## src/rtl/uart_fifo_bridge.sv

```systemverilog
// Byte-command bridge between a UART byte interface and a word FIFO.
// Commands: 'W' push word, 'R' pop word, 'S' status byte, 'C' flush; all answered over tx.
module uart_fifo_bridge #(
  parameter int DATA_W      = 16,
  parameter int DEPTH       = 16,
  parameter int TIMEOUT_CYC = 1000000,
  localparam int BYTES      = DATA_W / 8,
  localparam int AW         = $clog2(DEPTH),
  localparam int CW         = $clog2(DEPTH) + 1
) (
  input  logic          clk,
  input  logic          rst,
  input  logic          rx_valid,
  input  logic [7:0]    rx_data,
  input  logic          tx_busy,
  output logic          tx_start,
  output logic [7:0]    tx_data,
  output logic [CW-1:0] fifo_count,
  output logic          fifo_full,
  output logic          fifo_empty,
  output logic          rx_drop
);

  localparam int TW = $clog2(TIMEOUT_CYC + 1);
  localparam logic [7:0] CMD_W = 8'h57;
  localparam logic [7:0] CMD_R = 8'h52;
  localparam logic [7:0] CMD_S = 8'h53;
  localparam logic [7:0] CMD_C = 8'h43;
  localparam logic [7:0] ACK   = 8'h06;
  localparam logic [7:0] NAK   = 8'h15;

  typedef enum logic [2:0] {IDLE, RX_WORD, PUSH, POP, TX_SEND, TX_GAP, TX_WAIT} state_t;

  state_t            state_reg, state_next;
  logic [DATA_W-1:0] shift_reg, shift_next;
  logic [3:0]        bcnt_reg, bcnt_next;
  logic [3:0]        left_reg, left_next;
  logic [TW-1:0]     timer_reg, timer_next;
  logic [AW-1:0]     wr_ptr_reg, wr_ptr_next, rd_ptr_reg, rd_ptr_next;
  logic [CW-1:0]     count_reg, count_next;
  logic              full_reg, empty_reg, flush_reg, flush_next;
  logic              tx_start_reg, tx_start_next, rx_drop_reg, rx_drop_next;
  logic [7:0]        tx_data_reg, tx_data_next;
  logic [DATA_W-1:0] mem [DEPTH];
  logic [DATA_W-1:0] rd_data_reg;
  logic              mem_we;
  logic              load_resp;
  logic [DATA_W-1:0] resp_word;
  logic [3:0]        resp_n;
  logic [5:0]        status_cnt;
  logic [7:0]        status_byte;

  function automatic logic [DATA_W-1:0] byte_word(input logic [7:0] b);
    return DATA_W'(b) << (DATA_W - 8);
  endfunction

  // Free-running registered read keeps the head word ready for POP one cycle later.
  always_ff @(posedge clk) begin
    if (mem_we)
      mem[wr_ptr_reg] <= shift_reg;
    rd_data_reg <= mem[rd_ptr_reg];
  end

  always_comb begin
    status_cnt = (int'(count_reg) > 63) ? 6'd63 : 6'(count_reg);
    status_byte = {full_reg, empty_reg, status_cnt};
  end

  always_comb begin
    state_next    = state_reg;
    shift_next    = shift_reg;
    bcnt_next     = bcnt_reg;
    left_next     = left_reg;
    timer_next    = timer_reg;
    wr_ptr_next   = wr_ptr_reg;
    rd_ptr_next   = rd_ptr_reg;
    count_next    = count_reg;
    flush_next    = flush_reg;
    tx_start_next = 1'b0;
    tx_data_next  = tx_data_reg;
    rx_drop_next  = rx_valid && (state_reg != IDLE) && (state_reg != RX_WORD);
    mem_we        = 1'b0;
    load_resp     = 1'b0;
    resp_word     = '0;
    resp_n        = 4'd1;

    case (state_reg)
      IDLE: begin
        if (rx_valid) begin
          case (rx_data)
            CMD_W: begin
              state_next = RX_WORD;
              bcnt_next  = '0;
              timer_next = '0;
            end
            CMD_R: begin
              if (empty_reg) begin
                load_resp = 1'b1;
                resp_word = byte_word(NAK);
              end else begin
                state_next = POP;
              end
            end
            CMD_S: begin
              load_resp = 1'b1;
              resp_word = byte_word(status_byte);
            end
            CMD_C: begin
              load_resp  = 1'b1;
              resp_word  = byte_word(ACK);
              flush_next = 1'b1;
            end
            default: begin
              load_resp = 1'b1;
              resp_word = byte_word(NAK);
            end
          endcase
        end
      end
      RX_WORD: begin
        if (rx_valid) begin
          shift_next = (shift_reg << 8) | DATA_W'(rx_data);
          timer_next = '0;
          if (bcnt_reg == 4'(BYTES - 1))
            state_next = PUSH;
          else
            bcnt_next = bcnt_reg + 4'd1;
        end else if (timer_reg == TW'(TIMEOUT_CYC - 1)) begin
          state_next = IDLE;
        end else begin
          timer_next = timer_reg + TW'(1);
        end
      end
      PUSH: begin
        load_resp = 1'b1;
        if (full_reg) begin
          resp_word = byte_word(NAK);
        end else begin
          resp_word   = byte_word(ACK);
          mem_we      = 1'b1;
          wr_ptr_next = wr_ptr_reg + AW'(1);
          count_next  = count_reg + CW'(1);
        end
      end
      POP: begin
        load_resp   = 1'b1;
        resp_word   = rd_data_reg;
        resp_n      = 4'(BYTES);
        rd_ptr_next = rd_ptr_reg + AW'(1);
        count_next  = count_reg - CW'(1);
      end
      TX_SEND: begin
        state_next = TX_GAP;
        // Flush lands after the ACK is issued so the count drops a cycle later.
        if (flush_reg) begin
          wr_ptr_next = '0;
          rd_ptr_next = '0;
          count_next  = '0;
          flush_next  = 1'b0;
        end
      end
      TX_GAP: state_next = TX_WAIT;
      TX_WAIT: begin
        if (!tx_busy) begin
          if (left_reg == 4'd0) begin
            state_next = IDLE;
          end else begin
            load_resp = 1'b1;
            resp_word = shift_reg;
            resp_n    = left_reg;
          end
        end
      end
      default: state_next = IDLE;
    endcase

    // Response bytes go out MSB first; a busy transmitter parks the word in TX_WAIT.
    if (load_resp) begin
      if (tx_busy) begin
        shift_next = resp_word;
        left_next  = resp_n;
        state_next = TX_WAIT;
      end else begin
        tx_start_next = 1'b1;
        tx_data_next  = resp_word[DATA_W-1 -: 8];
        shift_next    = resp_word << 8;
        left_next     = resp_n - 4'd1;
        state_next    = TX_SEND;
      end
    end
  end

  always_ff @(posedge clk) begin
    if (rst) begin
      state_reg    <= IDLE;
      shift_reg    <= '0;
      bcnt_reg     <= '0;
      left_reg     <= '0;
      timer_reg    <= '0;
      wr_ptr_reg   <= '0;
      rd_ptr_reg   <= '0;
      count_reg    <= '0;
      full_reg     <= 1'b0;
      empty_reg    <= 1'b1;
      flush_reg    <= 1'b0;
      tx_start_reg <= 1'b0;
      tx_data_reg  <= '0;
      rx_drop_reg  <= 1'b0;
    end else begin
      state_reg    <= state_next;
      shift_reg    <= shift_next;
      bcnt_reg     <= bcnt_next;
      left_reg     <= left_next;
      timer_reg    <= timer_next;
      wr_ptr_reg   <= wr_ptr_next;
      rd_ptr_reg   <= rd_ptr_next;
      count_reg    <= count_next;
      full_reg     <= (count_next == CW'(DEPTH));
      empty_reg    <= (count_next == '0);
      flush_reg    <= flush_next;
      tx_start_reg <= tx_start_next;
      tx_data_reg  <= tx_data_next;
      rx_drop_reg  <= rx_drop_next;
    end
  end

  assign tx_start   = tx_start_reg;
  assign tx_data    = tx_data_reg;
  assign fifo_count = count_reg;
  assign fifo_full  = full_reg;
  assign fifo_empty = empty_reg;
  assign rx_drop    = rx_drop_reg;

endmodule

```

## config.mk

```make
export PLATFORM = sky130hd
export DESIGN_NAME = uart_fifo_bridge
export DESIGN_NICKNAME = d
export VERILOG_FILES = /design/src/rtl/uart_fifo_bridge.sv
export SDC_FILE = /design/constraint.sdc
export NUM_CORES = 1
export LEC_CHECK = 0
export ABC_AREA = 1
export CAP_MARGIN = 20
export CORE_ASPECT_RATIO = 0.75
export CORE_MARGIN = 3
export CORE_UTILIZATION = 55
export CTS_CLUSTER_SIZE = 10
export DETAILED_ROUTE_END_ITERATION = 10
export GPL_ROUTABILITY_DRIVEN = 0
export HOLD_SLACK_MARGIN = 0.12
export PLACE_DENSITY = 0.72
export RECOVER_POWER = 50
export SLEW_MARGIN = 20
export SYNTH_ARGS = -nofsm -noshare
export SYNTH_HDL_FRONTEND = slang
export SYNTH_SLANG_ARGS = --single-unit
```

## constraint.sdc

```tcl
create_clock -name clk -period 4.96 [get_ports clk]
set_clock_uncertainty 0.2 [all_clocks]
set_input_delay 1.24 -clock clk [delete_from_list [all_inputs] [get_ports clk]]
set_output_delay 1.24 -clock clk [all_outputs]
set_load 0.02 [all_outputs]
```

# Yosys cells after proc, flatten, opt, wreduce, memory -nomap -nowiden
# Memory sizes are Yosys's and may differ from the RTL's. A register that Yosys moved wholly into a read port is not among the register bits.
# Cells that the tools add are included.
# Widths: inputs -> output; s select.
# totals
ram_bits,256
register_bits,73
inputBits,12
mem_count,1
output_inout_bits,17
# mem_list
memory,depth,width,rd,rd_ports_with_merged_regs,wr,line_no,text
mem,16,16,1,1,1,44,logic [DATA_W-1:0] mem [DEPTH];
# classes
n_reduce_logical,22
bitwise,3
muxes,57
eq_ne,30
add_sub_neg,7
# ops
operator,count
$pmux 16 s4,2
$mux 16,7
$mux 20,4
$pmux 20 s2,1
$mux 4,9
$eq 8x7->1 const B,4
$pmux 4 s2,4
$mux 13,2
$mux 3,8
$add 20x1->20 const B,1
$eq 20x20->1 const B,1
$pmux 3 s6,1
$or 16x8->16,1
$pmux 5 s3,1
$add 4x1->4 const B,3
$ne 3x3->1 const B,4
$ne 4x4->1 const B,3
$reduce_bool 2->1,6
$mux 1,11
$mux 5,2
$ne 2x2->1 const B,5
$eq 3x3->1 const B,3
$reduce_and 8->1,1
$eq 3x2->1 const B,2
24 further kinds,33

# Depth between registers and ports, before layout
# Gate-level depths: netlist (run 1).
# depth
ltp_word,6
depth_mapped,12
ltp_nobuf,12

# Worst setup path before layout (run 1)
# No wires, ideal clock.
# synth_timing
path_type,input to register
start,input port tx_busy
end,register left_reg[1]
n_path_buf,1
slack_ns,2.263
arrival_time_ns,2.426
t_required_ns,4.690
cell_stages,8
setup_ns,0.070
cell_sequence,clkbuf_1 -> nor2_4 -> nand2_1 -> o21ai_2 -> ha_1 -> nor2_1 -> o21ai_0 -> a21oi_1
# synth_via
elab_chain_cells,4
# synth_lines
element,line_no,text
from (decl),15,"input logic tx_busy,"
$mux 4,164,if (!tx_busy) begin
$pmux 4 s2,87,case (state_reg)
$sub 4x1->4,187,left_next = resp_n - 4'd1;
$mux 4,179,if (tx_busy) begin
to (signal assigned),213,left_reg <= left_next;
to (decl),37,"logic [3:0] left_reg, left_next;"
# Parallel ways exist; a longest one is shown, timed or not.
# A chain may end at the register's enable or synchronous reset.

==> results.txt, run 1 <==
The run finished, with violations left. The checks that failed: max-capacitance violations, max-slew violations. The number of gates resized after CTS was 0. The multi-input combinational cells in the finished layout cover a total of 4800 um2. The start point of the worst hold path is timer_reg[1].

The worst-case setup margin in the final layout came out at 1000 ps. The effective utilization at floorplan is 56.6%. The number of antenna violations at the first check in global routing came to 0.

Data on the critical path is required at its endpoint by 5160 ps. The setup TNS after final layout came out at 0 ps. The synthesized netlist net count came out at 1423. The violation count after the first detailed-route iteration came out at 1228.

The number of setup buffers added after CTS is 0. The latest clock arrival within the worst-skew pair is 530 ps. The first global-routing pass estimated 57.8 mm of wire. Counting every sink on the clock net gives 345.

The detailed-router iteration count before antenna repair came out at 5. STA classifies the critical path startpoint as an input port. Counting flops and latches in the post-synthesis netlist gives 345. Clock tree synthesis selected as its root buffer the cell sky130_fd_sc_hd__clkbuf_16.

The post-synthesis cell type count is 50. The clock tree from TritonCTS is yes. The register with the most flip-flops in the layout has 256 of them. The fraction of the yosys area taken by sequential cells is 63.6%. The total of endpoints with negative setup slack in the final report came out at 0. The hold-fix buffer count after cts is 0. The cell area power density is 485 nW/um2. The half-perimeter wire length of the detailed placement result is 22.1 mm. The endpoint type of the worst setup path is a register.

In this run the worst path has a maximum fanout of 36. The met2 track utilization from global routing is 38.0%. The post-synthesis cell count came out at 1400. Setup repair after global routing left no endpoint under its margin. The total track usage is 25.5%.

The met3 track utilization from global routing is 4.71%. The fraction of final layout cells sized beyond drive strength 1 is 8.11%. The peak-usage layer in the global routing report is met1. The leakage power came out at 0.00574 uW. The Yosys step of the flow raised 0 warnings. The H-tree depth reported by CTS is 2. In the final layout, flip-flops and latches occupy 9470 um2. The largest net degree at the start of global routing came out at 90.

The clock passes through at most 3 buffers. The library cell used most frequently in the layout, excluding fill and tap cells, is sky130_fd_sc_hd__edfxtp_1. The worst supply voltage drop on vdd came out at 0.000370 V. The final critical path time including I/O delays and setup is 3960 ps. In the final design database the tool counted 1450 nets. In this run the tightest slew margin relative to its limit is -11.4%.

The critical path goes through dlygate4sd3_1 > clkbuf_1 > inv_1 > nand2_1 > nor3_1. The core region is 26300 um2. The count of filler cells inserted in the layout is 2061.

The worst stage delay on the critical path is 950 ps. The final-report max-slew violation count is 69. Yosys mapped a number of flops with a built-in enable equal to 256. The final critical-path share of the clock period came out at 79.8%. The relative area change from synthesis to final layout came out at 12.0%.

The ratio of routed vias to standard cells is 5.96. Counting the buffers created by CTS gives 40. The die outline area is 29100 um2. The final number of hold-violating endpoints is 0.

The worst endpoint data arrival time came out at 4160 ps. The fraction of synthesis flops using an asynchronous set or reset pin is 0%. The largest individual stage delay along the critical path comes from the cell sky130_fd_sc_hd__clkbuf_1. The start-to-end type of the worst setup path is in2reg. The via count of the routed design is 10700. The antenna diode instance count came out at 0. Prior to clock tree synthesis, the placed netlist has a worst setup slack of 1240 ps. In this run the critical register-to-register path is launched from state_reg[0].

For this run, the leading register cell type out of synthesis is sky130_fd_sc_hd__edfxtp_1. The number of global-route vias before repair came out at 10200. The die width is 196 um. Tracing the worst setup path back leads to its startpoint at rst. Input and output buffers added on the ports amount to 28. Measured along the y axis, the die boundary spans 148 um. The slew at the pin closest to its max-slew limit came out at 1670 ps. The total DRC errors in the routed layout is 0.

In this run the worst hold path is classified as reg2reg. The total congestion overflow came out at 0. 29 I/O pins were placed.

The maximum achievable frequency came out at 252 MHz. The met1 usage in global routing is 38.8%. The total of max-cap violations came out at 1. The overall routed net length is 36.9 mm.

The final antenna-violating net count is 0. In the final routed layout, each cell accounts on average for 20.5 um. The mean instance size in the synthesized netlist is 10.6 um2.

In this run the core area contains 51 standard-cell rows. The post-synthesis cell area is 14900 um2. Leaving out fill and tap cells, the most frequent cells in the layout are 256 x sky130_fd_sc_hd__edfxtp_1, 206 x sky130_fd_sc_hd__nor2_1, 204 x sky130_fd_sc_hd__nand2_1. The clock slew at the register clock pins of the worst setup and hold paths came out at 60 ps.
## cell type report
cell class,count,area share [%]
Multi-Input combinational cell,896,28.8
Sequential cell,345,56.9
Inverter,92,2.08
Clock buffer,68,6.88
Clock inverter,2,0.105
Tap cell,344,2.58
Timing Repair Buffer,52,2.67
## critical path, delay by kind of cell
family | cells | cell delay, ps
buffers and inverters | 3 | 2340
and+or+nand+nor | 2 | 560
## logic make-up (layout without fill, tap and decap cells)
kind of cell / after synthesis / in the layout / share of synthesized area (%)
adders and majority gates: 11 / 11 / 0.925
muxes: 41 / 41 / 2.76
and+or+nand+nor: 564 / 564 / 16.4
DFF: 345 / 345 / 63.6
buffers and inverters: 159 / 214 / 4.27
AOI/OAI and AO/OA: 273 / 273 / 11.6
xor gates and xnor gates: 7 / 7 / 0.412
## routing by layer
layer	part of all wire [%]	vias up
li1	-	5038
met2	45	449
met5	0	-
met3	8.7	57
met1	45	5179
met4	2.0	0
## synthesized netlist by cell type (3+ instances only)
cell,count,area share [%]
sky130_fd_sc_hd__nor3_1,12,0.40
sky130_fd_sc_hd__buf_2,14,0.47
sky130_fd_sc_hd__nand3_2,7,0.47
sky130_fd_sc_hd__nand3_1,74,2.5
sky130_fd_sc_hd__a21oi_1,47,1.6
sky130_fd_sc_hd__nand2_1,204,5.1
sky130_fd_sc_hd__xor2_1,5,0.29
sky130_fd_sc_hd__nand2_4,4,0.30
sky130_fd_sc_hd__mux2i_1,41,2.8
sky130_fd_sc_hd__clkbuf_1,46,1.2
sky130_fd_sc_hd__nand2_2,4,0.17
sky130_fd_sc_hd__nand4_1,19,0.80
sky130_fd_sc_hd__inv_1,84,2.1
sky130_fd_sc_hd__o221ai_1,41,2.4
sky130_fd_sc_hd__o211ai_1,25,1.3
sky130_fd_sc_hd__dfxtp_1,89,12
sky130_fd_sc_hd__ha_1,11,0.92
sky130_fd_sc_hd__o21bai_1,4,0.20
sky130_fd_sc_hd__o32ai_1,23,1.4
sky130_fd_sc_hd__or2_2,5,0.21
sky130_fd_sc_hd__nor2_1,218,5.5
sky130_fd_sc_hd__a21oi_2,3,0.18
sky130_fd_sc_hd__o21ai_1,8,0.27
sky130_fd_sc_hd__inv_2,6,0.15
sky130_fd_sc_hd__buf_1,3,0.076
sky130_fd_sc_hd__nor2_2,4,0.17
sky130_fd_sc_hd__nor3b_1,3,0.15
sky130_fd_sc_hd__edfxtp_1,256,52
sky130_fd_sc_hd__o21ai_0,113,3.8
## power breakdown
| part | switching [uW] | internal (uW) | leakage (uW) | total, uW |
|---|---|---|---|---|
| clock | 1090 | 1560 | 0.000558 | 2660 |
| sequential | 418 | 3590 | 0.00308 | 4010 |
| combinational | 969 | 448 | 0.00210 | 1420 |
| total | 2480 | 5610 | 0.00574 | 8090 |
## path summary, 6_finish.rpt
kind | endpoint | slack, ps | cells after the start
setup reg to reg | mem[8][10] | 1530 | 8
hold reg to reg | timer_reg[1] | 280 | 2
hold / removal | timer_reg[1] | 280 | 2
setup / recovery | rd_ptr_reg[3] | 1000 | 5
## stage by stage
| step | hold WS (ps) | utilization (%) | total power [uW] | instance area [um2] | std cells |
|---|---|---|---|---|---|
| global placement | 267 | 59.1 | 5420 | 15500 | 1729 |
| CTS | 285 | 63.5 | 8100 | 16700 | 1799 |
| global route | 310 | 63.4 | 8440 | 16700 | 1799 |
| floorplan | 254 | - | 4880 | 14900 | 1400 |
| finish | 283 | 63.4 | 8090 | 16700 | 1799 |
| detailed placement | 275 | 59.1 | 5450 | 15500 | 1729 |
(Power assumes the default switching activity.)
==> run 2, diff against run 1 <==
--- a/config.mk
+++ b/config.mk
@@ -14,7 +14,7 @@
 export DETAILED_ROUTE_END_ITERATION = 10
 export GPL_ROUTABILITY_DRIVEN = 0
 export HOLD_SLACK_MARGIN = 0.12
-export PLACE_DENSITY = 0.72
+export PLACE_DENSITY = 0.75
 export RECOVER_POWER = 50
 export SLEW_MARGIN = 20
 export SYNTH_ARGS = -nofsm -noshare
==> constraint.sdc (replaced) <==
create_clock -name clk -period 3.6 [get_ports clk]
set_clock_uncertainty 0.2 [all_clocks]
set_input_delay 0.9 -clock clk [delete_from_list [all_inputs] [get_ports clk]]
set_output_delay 0.9 -clock clk [all_outputs]
set_load 0.02 [all_outputs]
==> results.txt, run 2 (same netlist as run 1, synthesis figures left out) <==
The later pin in the worst-skew pair is clocked with a latency of 540 ps. The total DRC errors in the routed layout came out at 0. The fraction of power consumed by combinational cells came out at 17.9%. The detailed-router iteration count before antenna repair came out at 5. The switching portion of total power is 30.4%. The post-route core utilization is 63.8%. The height of the die is 148 um. In this run the tightest slew margin relative to its limit is 16.5%.

The post-cts gate resize count came out at 0. Entering global routing, the biggest net connects 132 pins. At the worst endpoint, the required time is 3850 ps.

The startpoint identified for the worst register-to-register timing path is rd_ptr_reg[1]. Dividing total power by cell area gives a power density of 666 nW/um2. The internal reg-to-reg setup slack came out at 620 ps.

The flow ran to the end, and the final reports show no timing, DRC or antenna violations. The effective utilization at floorplan is 56.6%. The post-layout net count is 1461. The number of flip-flops in the largest register came out at 256. The die outline area came out at 29100 um2. The library cell used most frequently in the layout, excluding fill and tap cells, is sky130_fd_sc_hd__edfxtp_1. The relative area change from synthesis to final layout came out at 12.7%. In this run the worst setup path begins at rx_valid. The net switching power of the design came out at 3390 uW.

Once the clock tree was built, the setup fixing pass inserted 0 buffers. The endpoint type of the worst setup path is a register. The setup TNS after final layout came out at 0 ps.

The start-to-end type of the worst setup path is in2reg. The leakage power came out at 0.00581 uW. The total congestion overflow is 0.

No sink is reached through more buffers than the 3 on the longest clock path. The overall routed net length is 37.0 mm. The top cell types in the final layout, fill and taps aside, are 256 x sky130_fd_sc_hd__edfxtp_1, 205 x sky130_fd_sc_hd__nor2_1, 205 x sky130_fd_sc_hd__nand2_1.

The tool flagged a number of max-cap violations equal to 0. The via count of the routed design came out at 10900. The standard cell area after detailed placement came out at 15600 um2. In the final routed layout, each cell accounts on average for 20.5 um. The final critical path time including I/O delays and setup is 3080 ps. The final number of hold-violating endpoints is 0.

In the global route stage, met2 resource usage came out at 38.1%. The placeable core region came out at 26300 um2. The highest fanout seen on the critical path is 12. The total placed cells including tap cells is 1740. In this run the clock root is driven by a sky130_fd_sc_hd__clkbuf_16. The final standard cell area without fillers came out at 16800 um2.

Using the TritonRoute via totals, the vias-per-cell ratio works out to 6.05. The total track usage came out at 25.6%. The relative contribution of sequential cells to total power is 49.2%.

The slew at the pin closest to its max-slew limit came out at 1250 ps. After global routing, the most crowded layer is met1. The clock slew at the register clock pins of the worst setup and hold paths is 60 ps. Setup violations remaining at the end of the flow were counted as 0. The antenna diode instance count is 0. At the placement stage, the worst setup path has a slack of 374 ps. The H-tree depth reported by CTS is 2. Internal power comes to 7780 uW. Clock tree synthesis inserted a total of 40 buffers. The clock tree from TritonCTS is yes.

Buffers inserted to repair hold after CTS numbered 0. The number of clock sinks is 345. The fraction of final layout cells sized beyond drive strength 1 came out at 8.85%. In this run the most critical hold path is launched from tx_data[7].

IR analysis of the VDD net gives a maximum drop of 0.000438 V. The count of pins on the block boundary came out at 29. The HPWL after detailed placement is 22.9 mm.

The row count is 51. The worst endpoint data arrival time is 3320 ps. Port buffering added 28 buffers. The number of global-route vias before repair is 10400.

The number of non-filler instances in the completed layout came out at 1802. Static timing analysis puts the maximum clock frequency at 325 MHz. The final-report max-slew violation count is 0. The final antenna-violating net count is 0. The met1 usage in global routing came out at 39.4%. The clock network fraction of design power is 32.9%.

The final critical-path share of the clock period came out at 85.4%. The met3 track utilization from global routing is 4.51%. The die width is 196 um. The number of antenna violations at the first check in global routing is 0. The violation count after the first detailed-route iteration came out at 1408. The first-pass GRT wire length is 58.5 mm. The classification of the worst-slack hold path is reg2reg. Across all setup checks in the final design, the least slack found is 525 ps.

Setup repair after global routing left no endpoint under its margin. The type of element launching the critical path is an input port.
run 2: cell types whose count changed in the layout (fill, tap and decap cells not counted), sizes merged:
cell / change
buf: +14
bufinv: +1
clkbuf: -11
clkinv: +1
inv: -2
run 2: power groups by stage:
stage	combinational (uW)	clock, uW	sequential, uW
6_report	1990	3680	5500
5_1_grt	2190	3900	5560
4_1_cts	1980	3730	5490
3_5_place_dp	1970	0	5570
3_3_place_gp	1940	0	5550
2_1_floorplan	1330	0	5390
run 2: path summary, 6_finish.rpt:
| path | endpoint | cells past startpoint |
|---|---|---|
| worst max register to register | rd_data_reg[5] | 5 |
| worst max-delay path | shift_reg[7] | 8 |
| worst min register to register | tx_data[7] | 2 |
| worst min-delay path | tx_data[7] | 2 |
run 2: worst max-delay path, cell delays in order:
cell and delay [ps]:
sky130_fd_sc_hd__dlygate4sd3_1 600, sky130_fd_sc_hd__inv_1 240, sky130_fd_sc_hd__nor2_1 460, sky130_fd_sc_hd__nand3_2 270, sky130_fd_sc_hd__nand3_1 330, sky130_fd_sc_hd__buf_4 230, sky130_fd_sc_hd__o21ai_0 100, sky130_fd_sc_hd__a21oi_1 180
run 2: routing by layer:
| metal | share of wire, % | wire (um) |
|---|---|---|
| met2 | 45 | 16500 |
| met4 | 2.0 | 732 |
| met1 | 43 | 16100 |
| met3 | 9.8 | 3630 |
| met5 | 0 | 0 |
run 2: final cells by class:
| cell class | count | area (um2) |
|---|---|---|
| clock buffers | 60 | 1120 |
| clock inverters | 2 | 46.3 |
| fillers | 2029 | 9520 |
| inverters | 92 | 347 |
| multi-input cells | 896 | 4790 |
| flip-flops and latches | 345 | 9480 |
| well taps | 344 | 430 |
| repair buffers | 63 | 561 |
run 2: stage by stage:
stage / total power (uW) / hold slack [ps]
2_1_floorplan: 6730 / 254
3_3_place_gp: 7490 / 268
3_5_place_dp: 7540 / 278
4_1_cts: 11200 / 291
5_1_grt: 11700 / 309
6_report: 11200 / 285
==> run 3, diff against run 2 <==
--- a/config.mk
+++ b/config.mk
@@ -12,9 +12,10 @@
 export CORE_UTILIZATION = 55
 export CTS_CLUSTER_SIZE = 10
 export DETAILED_ROUTE_END_ITERATION = 10
+export DONT_BUFFER_PORTS = 1
 export GPL_ROUTABILITY_DRIVEN = 0
 export HOLD_SLACK_MARGIN = 0.12
-export PLACE_DENSITY = 0.75
+export PLACE_DENSITY = 0.73
 export RECOVER_POWER = 50
 export SLEW_MARGIN = 20
 export SYNTH_ARGS = -nofsm -noshare
==> results.txt, run 3 (same netlist as run 1, synthesis figures left out) <==
The number of flip-flops in the largest register is 256. The number of cells traversed by the worst hold path came out at 1. The height of the die is 148 um. The highest fanout seen on the critical path is 19. The H-tree depth reported by CTS is 2. The total track usage came out at 24.4%. The slew at the pin closest to its max-slew limit came out at 1130 ps. The detailed-router iteration count before antenna repair came out at 8.

The flow ran to the end, but the final reports show violations. The latest clock arrival within the worst-skew pair is 530 ps. The final antenna-violating net count is 0. The normalized max-slew margin came out at 24.7%.

The number of antenna violations at the first check in global routing came out at 0. The number of non-filler instances in the completed layout came out at 1772. The top cell types in the final layout, fill and taps aside, are 256 x sky130_fd_sc_hd__edfxtp_1, 206 x sky130_fd_sc_hd__nand2_1, 205 x sky130_fd_sc_hd__nor2_1.

The fraction of final layout cells sized beyond drive strength 1 is 8.40%. The via count of the routed design is 10700. The ratio of routed vias to standard cells came out at 6.03. Clock tree synthesis found a total of 345 sinks. The total congestion overflow is 0. The worst endpoint data arrival time came out at 3010 ps. The sequential standard cell area came out at 9470 um2.

STA classifies the critical path endpoint as a register. The initial utilization of the core area, before any placement, comes to 56.6%. The total CTS buffers came out at 40. The cell with the biggest individual delay on the critical path is sky130_fd_sc_hd__nand2_1. The first-pass GRT wire length came out at 55.4 mm.

The required time of the worst setup path is 3810 ps. The clock slew at the register clock pins of the worst setup and hold paths came out at 60 ps. The post-placement setup slack is 783 ps. The path class of the tightest hold or removal check is in2reg.

The total of max-cap violations is 0. The final reports fail on design-rule violations. The total placed cells including tap cells came out at 1702. The maximum achievable frequency came out at 358 MHz. The final number of hold-violating endpoints came to 0. Pin placement for this block handled 29 I/O pins.

In this run the post-CTS setup repair buffer count came out at 0. STA classifies the critical path startpoint as a register. The die outline area came out at 29100 um2. Leaving out fill and tap cells, the most frequent cell in the layout is sky130_fd_sc_hd__edfxtp_1. Measured on the finished design, the core utilization comes to 62.6%. The final-report max-slew violation count is 0. The count of filler cells inserted in the layout came out at 2037. For this block, the routed nets add up to 35.3 mm of wire.

In this run the power density over the cells is 667 nW/um2. The antenna diode instance count came out at 0. The largest net degree at the start of global routing is 132. The leakage power is 0.00567 uW. The worst-case clock buffer depth is 3. The die width is 196 um. The critical path is of the reg2reg type. Dividing the final minimum period by the clock period gives 77.6%. The worst-case reg-to-reg path depth came out at 10. The violation count after the first detailed-route iteration came out at 1121. The relative area change from synthesis to final layout is 10.5%. On the worst path, the slowest cell contributes a delay of 560 ps. The dominant cell type by count on the critical path is sky130_fd_sc_hd__nand2_1.

Detailed placement ended at an HPWL of 22.2 mm. The root buffer cell chosen for the clock tree is sky130_fd_sc_hd__clkbuf_16. The placeable core region is 26300 um2.

Setup repair after global routing left no endpoint under its margin. The number of global-route vias before repair is 9848. Walking the worst path, the cells encountered are inv_2 > nand3_1 > nor2_1 > nand3_2 > nand2_1 > inv_2 > nand2_1 > nand2_1 > nand2_1 > nor2_1. The routed length per placed instance came out at 19.9 um. The clock tree from TritonCTS is yes. The initialized floorplan defines 51 standard-cell rows. The worst-case setup margin in the final layout came out at 805 ps. Across the VDD grid, the largest voltage drop is 0.000552 V.

After layout, the minimum clock period comes to 2800 ps. In the routed design, unresolved DRC markers number 1. The area of the multi-input gates came out at 4790 um2. For this design, the CTS-stage hold fixing added 0 buffers.

Buffers placed on the I/O ports in this run total 0. The setup TNS after final layout is 0 ps. The number of gates resized after CTS was 0. The post-layout net count is 1423. The total of endpoints with negative setup slack in the final report came out at 0.
[run 3: final cells by class]
| type | count | share of cell area [%] |
|---|---|---|
| Sequential cell | 345 | 57.6 |
| Inverter | 92 | 2.11 |
| Clock inverter | 3 | 0.137 |
| Timing Repair Buffer | 25 | 1.52 |
| Multi-Input combinational cell | 896 | 29.1 |
| Clock buffer | 67 | 6.89 |
| Tap cell | 344 | 2.62 |
[run 3: per-stage QoR]
stage | hold WS [ps] | total power, uW | area [um2]
3_5_place_dp | 268 | 7410 | 15300
5_1_grt | 223 | 11500 | 16400
3_3_place_gp | 266 | 7360 | 15300
6_report | 242 | 11000 | 16400
4_1_cts | 219 | 11000 | 16500
2_1_floorplan | 254 | 6730 | 14900
[run 3: where the power goes]
part / internal [uW] / switching (uW) / total [uW]
sequential: 4950 / 642 / 5590
clock: 2130 / 1470 / 3610
combinational: 521 / 1240 / 1760
[run 3: path summary, 6_finish.rpt]
check / from / endpoint / slack, ps
hold reg to reg: left_reg[3] / left_reg[3] / 280
setup reg to reg: state_reg[2] / timer_reg[17] / 800
setup / recovery: state_reg[2] / timer_reg[17] / 800
hold / removal: rst / rd_ptr_reg[1] / 240
[run 3: worst max-delay path, delay by kind of cell (launching register included)]
family / cells / cell delay [ps]
buffers and inverters: 2 / 380
DFF: 1 / 350
and+or+nand+nor: 8 / 1740
[run 3: per-layer routing]
metal	global-route usage, %	part of all wire [%]	vias to the layer above
li1	-	-	4981
met1	36.7	46	5155
met2	35.9	43	475
met3	5.50	8.8	66
met4	6.70	2.2	0
met5	0	0	-
